--- src/rtl/mem_port_arbiter.sv ---
// mem_port_arbiter: shares one memory port between instruction fetch and the
// data-memory stage. Data wins contention until fetch has been denied
// MAX_WAIT times in a row; then fetch is forced through. Read responses are
// routed back to their owner using a MEM_LAT-deep tag pipeline.
module mem_port_arbiter #(
  parameter int ADDR_W   = 32,
  parameter int DATA_W   = 32,
  parameter int MEM_LAT  = 1,
  parameter int MAX_WAIT = 3
) (
  input  logic              clk,
  input  logic              rst,
  input  logic              if_req_i,
  input  logic [ADDR_W-1:0] if_addr_i,
  output logic              if_gnt_o,
  output logic              if_rvalid_o,
  output logic [DATA_W-1:0] if_rdata_o,
  input  logic              dm_req_i,
  input  logic              dm_we_i,
  input  logic [ADDR_W-1:0] dm_addr_i,
  input  logic [DATA_W-1:0] dm_wdata_i,
  output logic              dm_gnt_o,
  output logic              dm_rvalid_o,
  output logic [DATA_W-1:0] dm_rdata_o,
  output logic              mem_re_o,
  output logic              mem_we_o,
  output logic [ADDR_W-1:0] mem_addr_o,
  output logic [DATA_W-1:0] mem_wdata_o,
  input  logic [DATA_W-1:0] mem_rdata_i
);

  localparam int CNT_W = (MAX_WAIT < 1) ? 1 : $clog2(MAX_WAIT + 1);
  localparam logic [CNT_W-1:0] MAX_CNT = CNT_W'(MAX_WAIT);

  // Tag owner encoding: 1 = data port, 0 = fetch port.
  logic [CNT_W-1:0]   starve_cnt_q, starve_cnt_d;
  logic [MEM_LAT-1:0] tag_valid_q, tag_valid_d;
  logic [MEM_LAT-1:0] tag_owner_q, tag_owner_d;
  logic               if_win, dm_win;

  // Arbitration and memory-side outputs; everything forced idle during reset.
  always_comb begin
    if_win      = 1'b0;
    dm_win      = 1'b0;
    mem_re_o    = 1'b0;
    mem_we_o    = 1'b0;
    mem_addr_o  = '0;
    mem_wdata_o = '0;
    if (!rst) begin
      if_win = if_req_i && (!dm_req_i || (starve_cnt_q == MAX_CNT));
      dm_win = dm_req_i && !if_win;
    end
    if (if_win) begin
      mem_re_o   = 1'b1;
      mem_addr_o = if_addr_i;
    end else if (dm_win) begin
      mem_re_o    = !dm_we_i;
      mem_we_o    = dm_we_i;
      mem_addr_o  = dm_addr_i;
      mem_wdata_o = dm_wdata_i;
    end
    if_gnt_o = if_win;
    dm_gnt_o = dm_win;
  end

  // Starvation counter: counts consecutive cycles fetch was denied by data.
  always_comb begin
    starve_cnt_d = starve_cnt_q;
    if (!if_req_i || if_win) begin
      starve_cnt_d = '0;
    end else if (dm_win && (starve_cnt_q != MAX_CNT)) begin
      starve_cnt_d = starve_cnt_q + 1'b1;
    end
  end

  // Tag pipeline: stage 0 takes the current grant, older tags shift toward
  // the last stage, which lines up with mem_rdata_i.
  always_comb begin
    tag_valid_d    = '0;
    tag_owner_d    = '0;
    for (int i = MEM_LAT - 1; i > 0; i--) begin
      tag_valid_d[i] = tag_valid_q[i-1];
      tag_owner_d[i] = tag_owner_q[i-1];
    end
    tag_valid_d[0] = mem_re_o;
    tag_owner_d[0] = dm_win;
  end

  // State registers; reset drops every in-flight read.
  always_ff @(posedge clk) begin
    if (rst) begin
      starve_cnt_q <= '0;
      tag_valid_q  <= '0;
      tag_owner_q  <= '0;
    end else begin
      starve_cnt_q <= starve_cnt_d;
      tag_valid_q  <= tag_valid_d;
      tag_owner_q  <= tag_owner_d;
    end
  end

  // Response steering: data passes through, rvalid goes to the tag owner.
  always_comb begin
    if_rvalid_o = !rst && tag_valid_q[MEM_LAT-1] && !tag_owner_q[MEM_LAT-1];
    dm_rvalid_o = !rst && tag_valid_q[MEM_LAT-1] &&  tag_owner_q[MEM_LAT-1];
    if_rdata_o  = mem_rdata_i;
    dm_rdata_o  = mem_rdata_i;
  end

endmodule

--- config.mk ---
export PLATFORM = sky130hd
export DESIGN_NAME = mem_port_arbiter
export DESIGN_NICKNAME = d
export VERILOG_FILES = /design/src/rtl/mem_port_arbiter.sv
export SDC_FILE = /design/constraint.sdc
export NUM_CORES = 1
export LEC_CHECK = 0
export BUFFER_PORTS_ARGS = -buffer_cell sky130_fd_sc_hd__buf_2
export CORE_AREA = 5 5 101 103
export DETAILED_ROUTE_END_ITERATION = 16
export DIE_AREA = 0 0 106 108
export HOLD_SLACK_MARGIN = 0.03
export PLACE_DENSITY = 0.51
export SLEW_MARGIN = 25
export SYNTH_ARGS = -nofsm -noshare
export SYNTH_HDL_FRONTEND = slang
export SYNTH_SLANG_ARGS = --single-unit
--- constraint.sdc ---
create_clock -name clk -period 2.1 [get_ports clk]
set_input_delay 0.21 -clock clk [delete_from_list [all_inputs] [get_ports clk]]
set_output_delay 0.21 -clock clk [all_outputs]
set_load 0.005 [all_outputs]
==> impl_metrics.yaml, run 1 <==
cells_and_area:
  layout_common_cells: "buf_2 (170), nor2_1 (33), and2_1 (33)"
  syn_to_final_growth_pct: 33.9
  fin_cells: 408
  final_common_cell: "buf_2"
  postLayoutCellArea_mm2: 0.00190
  drive_gt1_share_pct: 61.6
  fillerInstances: 1051
  antenna_cells: 0
  final_nets: 433
logic_synthesis:
  seq_area_frac_synth_pct: 5.63
  synth_seq_cells: 4
  synth.cell_area_mm2: 0.00142
  synthCells: 200
  syn_nets: 334
  synth_cell_type_count: 20
  syn_area_per_cell_um2: 7.11
  ys_warn_count: 0
power:
  p_leak_nw: 1.10
  power_density_mw_per_mm2: 284
  irDropWorstVdd_uv: 93.2
  power.total_mw: 0.541
grt:
  grt_pass1_wl_um: 7970
  groute.usage.overall_pct: 8.56
  grt_max_degree: 35
  grt_pass1_vias: 1624
  antenna_found_initial: 0
  overflow: 0
die:
  num_io_pins: 267
  coreArea_mm2: 0.00911
  initial_core_util_pct: 15.6
  dieArea_mm2: 0.0114
  placementRows: 35
  die_w_um: 106
  die_h_um: 108
clocking:
  clk_latency_ps: 220
  clkTransAtPathRegs_ps: 30
  cts_root_buffer: "clkbuf_8"
  cts_buffer_depth: 2
  cts_tree: "done"
  cts_setup_buffers: 0
  cts-buffers-inserted: 3
  holdBufCountCts: 0
  cts-resized-gates: 0
  htreeDepth: 1
  cts_sinks: 4
hold_path:
  hp-class: "in -> reg"
timing:
  worst_pin_slew_ps: 315
  fin_crit_sh_pct: 90.1
  finalSetupViolations: 0
  whs_ps: 311
  tns_ps: 0
  clock_skew_ps: 0.978
  drv_slew: 0
  fin_crit_ps: 1890
  slew_headroom_pct: 79.0
  hold_viol: 0
  rsz0062_at_grt: "false"
  fmax_mhz: 528
placed_design:
  dp.cells: 405
  portBuffers: 170
  gp_congestion: 0.712
  placed_area_mm2: 0.00186
  hpwl_um: 4770
drt:
  drt_iter0_drc: 50
  vias: 1704
  wl_per_cell_um: 13.9
  ant_nets: 0
  dr.pass1.iters: 4
  vias_per_cell: 4.18
  drt-total-wl_um: 5660
  drc_errors: 0
setup_path:
  cp-start-kind: "flop"
  end_kind: "output port"
  cp_max_fo: 27
  arrival_ps: 1680
  worstSetupPathType: "reg -> out"
  cp.required_ps: 1890
outcome:
  outcome: "finished clean"
run:
  cap_violations: 0
[worst paths after layout]
path                                      from                           end  slack (ps)  depth (start not counted)
hold / removal                         dm_we_i        tag_valid_q$_SDFF_PP0_         310                          3
hold reg to reg   starve_cnt_q[0]$_SDFFE_PP0P_  starve_cnt_q[0]$_SDFFE_PP0P_         430                          1
setup / recovery  starve_cnt_q[0]$_SDFFE_PP0P_                mem_addr_o[20]         210                          6
setup reg to reg  starve_cnt_q[0]$_SDFFE_PP0P_  starve_cnt_q[1]$_SDFFE_PP0P_         790                          4
[through the flow]
step,util [%],setup slack (ps)
2_1_floorplan,-,643
3_3_place_gp,20.5,469
3_5_place_dp,20.5,416
4_1_cts,20.9,176
5_1_grt,20.9,14.4
6_report,20.9,207
[power breakdown]
part | total (mW) | leakage, nW | internal [mW] | switching, mW
Clock | 0.162 | 0.0216 | 0.122 | 0.0399
Sequential | 0.0813 | 0.0329 | 0.0798 | 0.00144
Combinational | 0.298 | 1.04 | 0.158 | 0.139
Total | 0.541 | 1.10 | 0.361 | 0.180
[critical path: stages (launching register included)]
cell and delay (ps):
dfxtp_1 330, ha_1 290, nand2b_1 160, buf_4 300
a32oi_1 140, nor2_1 110, buf_2 120
[final cells by class]
| type | instances | area, µm² | share of cell area, % |
|---|---|---|---|
| Inverter | 2 | 7.51 | 0.394 |
| Clock buffer | 3 | 41.3 | 2.17 |
| Timing Repair Buffer | 177 | 903 | 47.4 |
| Sequential cell | 4 | 80.1 | 4.20 |
| Multi-Input combinational cell | 111 | 733 | 38.5 |
| Tap cell | 111 | 139 | 7.29 |
[cells by family (layout without fill, tap and decap cells)]
logic type                 after synthesis  in the layout  share of synthesized area [%]
and+or+nand+nor                         73             73                           27.0
adders and majority gates                1              1                          0.879
DFF                                      4              4                           5.63
AOI/OAI and AO/OA                       37             37                           23.1
buffers and inverters                   85            182                           43.4
[routing by layer]
layer  vias to the layer above  share of wire (%)  global-route usage (%)
li1                        821                  -                       -
met1                       760                 38                    9.30
met2                       115                 50                    16.0
met3                         8                 12                    3.28
met4                         0               0.57                    1.39
met5                         -                  0                       0
[Yosys cell counts]
cell type,n,area share (%)
clkbuf_1,7,1.8
nor4b_2,1,1.1
buf_4,66,35
and2_1,33,15
nor3b_1,1,0.53
nor4_1,1,0.44
ha_1,1,0.88
a21boi_2,1,0.79
nand2_1,1,0.26
a211oi_4,1,1.4
dfxtp_1,4,5.6
buf_6,6,4.7
and3b_1,1,0.62
nand2b_1,2,0.88
a21oi_1,2,0.70
a32oi_1,32,20
nor2_1,33,8.7
a211oi_1,1,0.53
buf_2,4,1.4
inv_1,2,0.53
[registers in the layout (all words and copies together), names as in the netlist]
register,count
tag_owner_q,1
tag_valid_q,1
starve_cnt_q,2
No activity file was read; power rests on OpenSTA's default activity.
==> inputs of run 2 (changes only) <==
Settings changed: RECOVER_POWER from default to 50.
==> run 2 against run 1 <==
Compared with the run above:
- non-clock buffer count unchanged
- worst hold slack worse by 4.4 ps
- wire length hardly changed
- largest power group unchanged
- sequential cell count is the same
- clock power is essentially flat
- final cell count is the same
- critical path type unchanged
- utilization is 0.069 points lower
==> impl_metrics.yaml, run 2 (synthesis results as in run 1) <==
outcome:
  outcome: "finished clean"
die:
  die_h_um: 108
  die_w_um: 106
  dieArea_mm2: 0.0114
  placementRows: 35
  num_io_pins: 267
  initial_core_util_pct: 15.6
  coreArea_mm2: 0.00911
drt:
  vias: 1706
  met1Wirelength_um: 2150
  vias_per_cell: 4.18
  highest_layer: "met4"
  drc_errors: 0
  routed-wl-met2_um: 2810
  dr.pass1.iters: 4
  wl_met3_um: 655
  drt_iter0_drc: 53
  drt-total-wl_um: 5650
  wl_per_cell_um: 13.9
  ant_nets: 0
cells_and_area:
  final_nets: 433
  largest_reg_flops: 2
  regMostFlops: "starve_cnt_q"
  antenna_cells: 0
  drive_gt1_share_pct: 60.6
  syn_to_final_growth_pct: 33.4
  layout_common_cells: "buf_2 (168), nor2_1 (33), and2_1 (33)"
  final_common_cell: "buf_2"
  largest_registers: "starve_cnt_q x2, tag_owner_q x1, tag_valid_q x1"
  final_core_util_pct: 20.8
  fillerInstances: 1050
hold_path:
  hold_end: "tag_valid_q$_SDFF_PP0_"
  hp-start: "dm_we_i"
  hp-class: "in -> reg"
  holdPathStages: 3
grt:
  grt_max_degree: 35
  grt_pass1_vias: 1624
  groute.usage.overall_pct: 8.56
  antenna_found_initial: 0
  overflow: 0
  grt_pass1_wl_um: 7970
setup_path:
  end_kind: "output port"
  reg2reg_slack_ps: 650
  r2r_start: "starve_cnt_q[0]$_SDFFE_PP0P_"
  r2r_cells: 5
  cp-start-kind: "flop"
  r2r_end: "tag_valid_q$_SDFF_PP0_"
  cp_max_fo: 8
  worstSetupPathType: "reg -> out"
  cp.required_ps: 1890
  arrival_ps: 1700
clocking:
  cts-buffers-inserted: 3
  cts_sinks: 4
  htreeDepth: 1
  cts_buffer_depth: 2
  clkTransAtPathRegs_ps: 30
  cts_setup_buffers: 0
  cts-resized-gates: 0
  clk_latency_ps: 220
  holdBufCountCts: 0
  cts_root_buffer: "clkbuf_8"
  cts_tree: "done"
timing:
  clock_skew_ps: 0.978
  fmax_mhz: 523
  tns_ps: 0
  fin_crit_sh_pct: 91.0
  fin_ws_ps: 188
  worst_pin_slew_ps: 713
  slew_headroom_pct: 52.5
  rsz0062_at_grt: "false"
  hold_viol: 0
  finalSetupViolations: 0
  drv_slew: 0
  fin_crit_ps: 1910
placed_design:
  portBuffers: 170
  hpwl_um: 4770
  gp_congestion: 0.712
  dp_slack_ps: 416
power:
  irDropWorstVdd_uv: 93.2
  p_leak_nw: 1.09
  power_density_mw_per_mm2: 284
run:
  cap_violations: 0
-- run 2: where the power goes --
group / total, mW / switching (mW) / internal [mW]
clock network: 0.162 / 0.0399 / 0.122
logic: 0.296 / 0.139 / 0.157
registers: 0.0812 / 0.00140 / 0.0798
total: 0.540 / 0.180 / 0.359
-- run 2: through the flow --
step	std cells	hold slack (ps)	instance area, µm²	power (mW)
final	408	306	1900	0.540
after global routing	408	352	1900	0.586
after CTS	408	312	1900	0.552
after detailed placement	405	420	1860	0.385
after global placement	405	415	1860	0.379
after floorplan	200	387	1420	0.319
-- run 2: how the worst max path moves through the flow --
stage / from / to / slack [ps] / cells past startpoint
3_5_place_dp: starve_cnt_q[0]$_SDFFE_PP0P_ / mem_addr_o[20] / 420 / 6
4_1_cts: starve_cnt_q[0]$_SDFFE_PP0P_ / mem_addr_o[20] / 180 / 6
6_report: starve_cnt_q[0]$_SDFFE_PP0P_ / mem_re_o / 190 / 6
3_3_place_gp: starve_cnt_q[0]$_SDFFE_PP0P_ / mem_addr_o[15] / 470 / 6
2_1_floorplan: starve_cnt_q[0]$_SDFFE_PP0P_ / mem_addr_o[10] / 640 / 6
5_1_grt: starve_cnt_q[0]$_SDFFE_PP0P_ / mem_addr_o[21] / 20 / 6
-- run 2: per-layer routing --
metal / global-route usage [%] / vias up
met2: 16.0 / 115
li1: - / 822
met3: 3.28 / 8
met1: 9.30 / 761
met4: 1.39 / 0
met5: 0 / -
-- run 2: area by class of cell --
| class | count | area [µm²] | share of cell area [%] |
|---|---|---|---|
| Multi-Input combinational cell | 111 | 733 | 38.6 |
| Inverter | 2 | 7.51 | 0.396 |
| Timing Repair Buffer | 177 | 897 | 47.3 |
| Tap cell | 111 | 139 | 7.32 |
| Sequential cell | 4 | 80.1 | 4.22 |
| Clock buffer | 3 | 41.3 | 2.18 |
-- run 2: critical path: stages (launching register included) --
cell	delay [ps]
dfxtp_1	330
ha_1	290
nand2b_1	160
clkbuf_1	300
nand2_1	140
a21oi_1	130
buf_2	130
==> inputs of run 3 (changes only) <==
Settings changed: CELL_PAD_IN_SITES_DETAIL_PLACEMENT from default to 1, CELL_PAD_IN_SITES_GLOBAL_PLACEMENT from default to 1, CORE_AREA 5 5 101 103 to 2 2 104 106, PLACE_DENSITY 0.51 to 0.77.
==> run 3 against run 2 <==
Compared with the run above:
- global-route usage up 1.2 points
- clock skew grew 0.53 ps
- worst setup slack got worse by 47 ps
- die area stayed put
- design area increased by 2.3%
- register-to-register slack lost 20 ps
- critical path depth is the same
- wire length rose by 11%
- combinational power grew 4%
- sequential share of layout area down 0.095 points
- highest routed layer unchanged
==> impl_metrics.yaml, run 3 (synthesis results as in run 1) <==
outcome:
  outcome: "finished clean"
clocking:
  cts_buffer_depth: 2
  cts-resized-gates: 0
  clk_latency_ps: 220
  cts_sinks: 4
  cts_setup_buffers: 0
  clkTransAtPathRegs_ps: 30
  cts_tree: "done"
  cts-buffers-inserted: 3
  htreeDepth: 1
  cts_root_buffer: "clkbuf_8"
  holdBufCountCts: 0
setup_path:
  cpPeakStageDelay_ps: 300
  crit_chain: "ha_1, nand2b_1, buf_12, a32oi_1, nor2_1, buf_2"
  cp-start-kind: "flop"
  end_kind: "output port"
  crit_slowest_cell: "dfxtp_1"
  arrival_ps: 1750
  cp.required_ps: 1890
  cp_max_fo: 32
  worstSetupPathType: "reg -> out"
die:
  die_h_um: 108
  placementRows: 37
  die_w_um: 106
  initial_core_util_pct: 13.9
  num_io_pins: 267
  coreArea_mm2: 0.0102
  dieArea_mm2: 0.0114
timing:
  tns_ps: 0
  fin_crit_sh_pct: 93.3
  drv_slew: 0
  rsz0062_at_grt: "false"
  fin_crit_ps: 1960
  finalSetupViolations: 0
  fmax_mhz: 510
  fin_ws_ps: 141
  whs_ps: 377
  worst_pin_slew_ps: 845
  slew_headroom_pct: 43.7
  hold_viol: 0
  clock_skew_ps: 1.50
placed_design:
  gp_congestion: 0.689
  dp.cells: 428
  dp_slack_ps: 374
  portBuffers: 170
  hpwl_um: 5340
drt:
  drt-total-wl_um: 6280
  dr.pass1.iters: 4
  ant_nets: 0
  drt_iter0_drc: 49
  vias: 1768
  vias_per_cell: 4.10
  wl_per_cell_um: 14.6
  drc_errors: 0
grt:
  grt_pass1_wl_um: 8750
  grt_pass1_vias: 1699
  groute.usage.overall_pct: 9.80
  overflow: 0
  grt_max_degree: 41
  antenna_found_initial: 0
cells_and_area:
  fillerInstances: 1286
  largest_reg_flops: 2
  syn_to_final_growth_pct: 36.5
  antenna_cells: 0
  drive_gt1_share_pct: 61.0
  layout_common_cells: "buf_2 (169), nor2_1 (33), and2_1 (33)"
  regMostFlops: "starve_cnt_q"
  final_nets: 431
  final_core_util_pct: 19.0
  final_common_cell: "buf_2"
  largest_registers: "starve_cnt_q x2, tag_owner_q x1, tag_valid_q x1"
  fin_cells: 431
hold_path:
  hp-class: "in -> reg"
power:
  power_density_mw_per_mm2: 284
  irDropWorstVdd_uv: 88.7
  p_leak_nw: 1.09
run:
  cap_violations: 0
[run 3: worst paths after layout]
path | start | endpoint | slack, ps | cells after the start
worst max-delay path | starve_cnt_q[0]$_SDFFE_PP0P_ | mem_addr_o[13] | 140 | 6
worst min-delay path | dm_we_i | tag_valid_q$_SDFF_PP0_ | 380 | 3
worst max register to register | starve_cnt_q[0]$_SDFFE_PP0P_ | tag_valid_q$_SDFF_PP0_ | 630 | 5
worst min register to register | starve_cnt_q[0]$_SDFFE_PP0P_ | starve_cnt_q[0]$_SDFFE_PP0P_ | 440 | 1
[run 3: through the flow]
step / power, mW / instance area, µm²
detailed placement: 0.395 / 1900
CTS: 0.564 / 1950
finish: 0.552 / 1940
floorplan: 0.319 / 1420
global placement: 0.386 / 1900
global route: 0.603 / 1940
[run 3: final cells by class]
cell class	instances	area, µm²	share of cell area, %
inverter	2	7.51	0.387
timing repair buffer	175	910	46.8
clock buffer	3	41.3	2.13
sequential	4	80.1	4.12
tap	136	170	8.76
multi-input combinational	111	733	37.8
[run 3: power by group]
part	switching, mW	leakage [nW]	total, mW	internal (mW)
logic	0.146	1.04	0.307	0.160
clock network	0.0415	0.0216	0.164	0.122
registers	0.00132	0.0329	0.0811	0.0798
[run 3: routing by layer]
layer	GRT usage (%)	wire length [µm]	vias to the layer above
li1	-	-	816
met1	8.75	2060	794
met2	20.1	3360	138
met3	2.41	668	20
met4	5.17	197	0
met5	0	0	-
[run 3: critical path: cells and delay by family, from the launching register on]
kind,cells,cell delay (ps)
flops,1,300
simple gates,2,340
fa+ha+maj,1,280
compound gates,1,220
buf+inv,2,380
